`config.mk`:
```
export PLATFORM = sky130hd
export DESIGN_NAME = branch_resolver
export DESIGN_NICKNAME = d
export VERILOG_FILES = /design/src/rtl/branch_resolver.sv
export SDC_FILE = /design/constraint.sdc
export NUM_CORES = 1
export LEC_CHECK = 0
export CAP_MARGIN = 20
export CORE_MARGIN = 2
export CORE_UTILIZATION = 50
export DETAILED_ROUTE_END_ITERATION = 12
export GPL_TIMING_DRIVEN = 0
export PLACE_DENSITY = 0.92
export SYNTH_ARGS = -nofsm -noshare
export SYNTH_HDL_FRONTEND = slang
export SYNTH_SLANG_ARGS = --single-unit
```
`constraint.sdc`:
```
create_clock -name clk -period 3.3 [get_ports clk]
set_input_delay 0.825 -clock clk [delete_from_list [all_inputs] [get_ports clk]]
set_output_delay 0.825 -clock clk [all_outputs]
set_load 0.02 [all_outputs]
```
`src/rtl/branch_resolver.sv`:
```
// branch_resolver: ID-stage BEQ/BNE resolution with hazard stall, MEM forwarding and redirect/squash.
// Optional taken/branch counters when BRANCH_STATS_EN is defined.
module branch_resolver #(
   parameter int BUS_SIZE = 32,
   parameter int REG_ADDR = 5
) (
   input  logic                clk,
   input  logic                rst_n,
   input  logic                id_valid,
   input  logic                id_is_beq,
   input  logic                id_is_bne,
   input  logic [REG_ADDR-1:0] id_rs,
   input  logic [REG_ADDR-1:0] id_rt,
   input  logic [BUS_SIZE-1:0] id_rs_data,
   input  logic [BUS_SIZE-1:0] id_rt_data,
   input  logic                ex_reg_write,
   input  logic                ex_mem_read,
   input  logic [REG_ADDR-1:0] ex_rd,
   input  logic                mem_reg_write,
   input  logic                mem_mem_read,
   input  logic [REG_ADDR-1:0] mem_rd,
   input  logic [BUS_SIZE-1:0] mem_alu_result,
   output logic                stall,
   output logic                pc_src,
   output logic                flush_if,
   output logic                branch_done
`ifdef BRANCH_STATS_EN
   ,
   output logic [15:0]         taken_count,
   output logic [15:0]         branch_count
`endif
);
   typedef enum logic [1:0] {IDLE, WAIT, EVAL} state_t;
   state_t state_q, state_d;
   logic [BUS_SIZE-1:0] opa_q, opa_d, opb_q, opb_d;
   logic bne_q, bne_d;
   logic branch, haz_rs, haz_rt, hazard, capture, taken, ex_load;
   logic [BUS_SIZE-1:0] fwd_rs, fwd_rt;
   assign ex_load = ex_mem_read;
   assign branch = id_valid & (id_is_beq | id_is_bne);
   // a load in EX is already covered by ex_reg_write; ex_mem_read only matters once it reaches MEM
   assign haz_rs = (|id_rs) & ((ex_reg_write & (ex_rd == id_rs)) |
                   (mem_mem_read & mem_reg_write & (mem_rd == id_rs)));
   assign haz_rt = (|id_rt) & ((ex_reg_write & (ex_rd == id_rt)) |
                   (mem_mem_read & mem_reg_write & (mem_rd == id_rt)));
   assign hazard = haz_rs | haz_rt;
   assign fwd_rs = (mem_reg_write & ~mem_mem_read & (mem_rd == id_rs) & (|id_rs)) ? mem_alu_result : id_rs_data;
   assign fwd_rt = (mem_reg_write & ~mem_mem_read & (mem_rd == id_rt) & (|id_rt)) ? mem_alu_result : id_rt_data;
   assign taken = (opa_q == opb_q) ^ bne_q;
   assign pc_src = (state_q == EVAL) & taken;
   assign flush_if = pc_src;
   assign branch_done = state_q == EVAL;
   always_comb begin
      state_d = IDLE;
      stall = 1'b0;
      capture = 1'b0;
      case (state_q)
         IDLE: begin
            stall = branch;
            capture = branch & ~hazard;
            state_d = branch ? (hazard ? WAIT : EVAL) : IDLE;
         end
         WAIT: begin
            stall = 1'b1;
            capture = id_valid & ~hazard;
            state_d = ~id_valid ? IDLE : (hazard ? WAIT : EVAL);
         end
         default: state_d = IDLE;
      endcase
      opa_d = capture ? fwd_rs : opa_q;
      opb_d = capture ? fwd_rt : opb_q;
      bne_d = capture ? id_is_bne : bne_q;
   end
   always_ff @(posedge clk) begin
      if (!rst_n) begin
         state_q <= IDLE;
         opa_q <= '0;
         opb_q <= '0;
         bne_q <= 1'b0;
      end else begin
         state_q <= state_d;
         opa_q <= opa_d;
         opb_q <= opb_d;
         bne_q <= bne_d;
      end
   end
`ifdef BRANCH_STATS_EN
   logic [15:0] taken_cnt_q, branch_cnt_q;
   always_ff @(posedge clk) begin
      if (!rst_n) begin
         taken_cnt_q <= '0;
         branch_cnt_q <= '0;
      end else if (state_q == EVAL) begin
         branch_cnt_q <= branch_cnt_q + 16'd1;
         taken_cnt_q <= taken_cnt_q + {15'd0, taken};
      end
   end
   assign taken_count = taken_cnt_q;
   assign branch_count = branch_cnt_q;
`endif
   logic unused;
   assign unused = ex_load;
endmodule

```
==> run metrics <==
Synth top area share=0.3399; Yosys warnings=0; Synth Area in Adders=0; max frequency=310.3 MHz; DR WL/cell=17.71 um; Gate Count Post-Synth=395; dpl ws=-31.59 ps; Critical Path RT=2470 ps; M2 GR Usage=0.4553; Hold WS=482.2 ps; CTS Buffer Depth=2; row cnt=32; part of the Yosys area used for sequential elements=0.3399; Clk Tree Root Cell=clkbuf_8; max_slew headroom=0.5237; fin crit share=0.9766; LEAKAGE=2.624 nW; layout cell share with drive strength beyond 1=0.09159; Core Area=7687 um^2; HPWL after DPL=8288 um; TritonCTS Buffers=9; cell area after layout=5565 um^2; worst skew pair latency=350 ps; Max-Cap Viols=0; Synth Area in Compound Gates=0.1779; DR iter-0 viols=259; area grow syn2layout=41.03%; die width=92.84 um; Critical Path Start Type=flip-flop; initial antenna violation count=0; Placed Area=5335 um^2; post-DR vias/cell=5.793; most common library cells after synthesis=dfxtp_1, nand3_1, mux2i_1, o211a_1, xor2_1; Post-synth EDFFs=0; Antenna Cells=0; Post-Route Utilization=0.7240; CTS H-tree lvls=3; main area contributors after synthesis=dfxtp_1, mux2i_1, o211a_1, nand3_1, xor2_1; Num Clock Sinks=67; worst min path class=flip-flop to flip-flop; PwrDens=400.8 nW/um^2; Mapped Nets=520; Crit Path Category=flip-flop to primary output; RSZ-0062 raised after global routing=false; Non-Filler Instances=637; clock-pin slew on the worst setup and hold paths=70 ps; total track usage=0.2646; largest family of logic cells by synthesized area=compound AO/OA/AOI/OAI gates; first-pass GRT wire length=18050 um; mux contribution to synthesized area=0.1623; DP Cell Count=623; Crit path largest cell delay=380 ps; CTS tree=yes; highest net fanout along the worst path=2; area leader, netlist=dfxtp_1; Synth Flop Type=dfxtp_1; critical path endpoint category=primary output; gr busiest metal=met2; Nets=657; final worst slack=77.36 ps; overall power=2.231 mW; count of input and output buffers=126; largest net degree at the start of global routing=11; Max IR drop VDD=0.2573 mV; DRC=0; Initial Utilization=0.5133; via count=3690; die footprint=8619 um^2; gr ovfl total=0; Slowest cell on crit path=or3_1; outcome=completed; Clock Skews=5.107 ps; DRT Pass-1 Iters=6; count leader, synth=dfxtp_1; final setup TNS=0 ps; Arrival @ worst endpoint=2400 ps; final setup fails=0; Synth Area in XOR/XNOR=0.1154; critical-path cell list=xor2_1 -> nor4_2 -> nand4_1 -> or3_1 -> a21boi_0 -> dlygate4sd2_1; final hold vios=0; antenna viol nets, final=0; vias in the first global route=3728; unique cell type count in the Yosys netlist=33; Slew @ Worst Pin=712.6 ps; post-synthesis cell area=3946 um^2; Final Max Slew Viols=0; GR Util met3=0.05045; post-CTS setup buffer count=0; Simple-Gate Fraction of Synth Area=0.1443; grt met1 use=0.3345; #FFs+latches synth=67; Final Critical Period=3223 ps; ys async rst share=0; syn avg cell area=9.991 um^2; Total Routed Length=11280 um; Ports=129; Die Y=92.84 um; GPL Wtd Cong=0.8242
## routing by layer
| metal | routed length (um) | vias up |
|---|---|---|
| met5 | 0 | - |
| met2 | 5705 | 135 |
| li1 | - | 1756 |
| met3 | 666 | 21 |
| met1 | 4703 | 1778 |
| met4 | 208 | 0 |
## critical path: cells and delay by family (launching register included)
family,cells,cell delay (ps)
AND/OR/NAND/NOR,3,940
XOR/XNOR,1,180
AO/OA/AOI/OAI,1,240
flip-flops,1,330
buffers and inverters,1,360
## sequential cells by signal, indices dropped and copies added (netlist names)
register	cells
opa_q	32
state_q	2
opb_q	32
bne_q	1
## cell type report
class / instances / area [um^2]
plain buffers: 36 / 230.2
well taps: 102 / 127.6
flip-flops and latches: 67 / 1341
clock buffers: 12 / 155.1
clock inverters: 2 / 60.06
inverters: 2 / 7.507
repair buffers: 126 / 1257
multi-input cells: 290 / 2386
fillers: 552 / 2122
## cell usage in the layout (no fill, tap or decap), types with 2 or more instances in the layout
cell             count
clkdlybuf4s50_1    124
dfxtp_1             67
nand3_1             66
mux2i_1             64
o211a_1             64
xor2_1              32
xnor2_1             20
clkbuf_1            11
buf_4               11
clkbuf_8            11
buf_2               10
buf_6                6
nor4_1               5
nand4_1              5
nand2_1              4
o21ai_0              3
nor2b_1              3
nor4_2               3
nor3_1               3
inv_1                2
nor2_1               2
o211ai_1             2
bufinv_16            2
## final timing paths
path / from / endpoint / depth (start not counted) / slack, ps
hold / removal: bne_q / bne_q / 2 / 480
setup reg to reg: state_q[0] / opa_q[18] / 8 / 1450
hold reg to reg: bne_q / bne_q / 2 / 480
setup / recovery: opb_q[19] / flush_if / 6 / 80
## logic make-up (layout without fill, tap and decap cells)
family | after synthesis | in the layout
compound gates | 73 | 73
xor+xnor | 52 | 52
buf+inv | 38 | 178
flops | 67 | 67
mux | 64 | 64
simple gates | 101 | 101
## power by group
group	switching [mW]	internal, mW	total [mW]
Clock	0.306	0.459	0.765
Sequential	0.0538	0.885	0.939
Combinational	0.226	0.301	0.527
Total	0.586	1.65	2.23
## repair_timing
action                                  CTS  global route
hold buffers                              0             0
resized for setup                         6             0
endpoints found under the setup margin    2             0
Power figures use the tool's default switching activity.
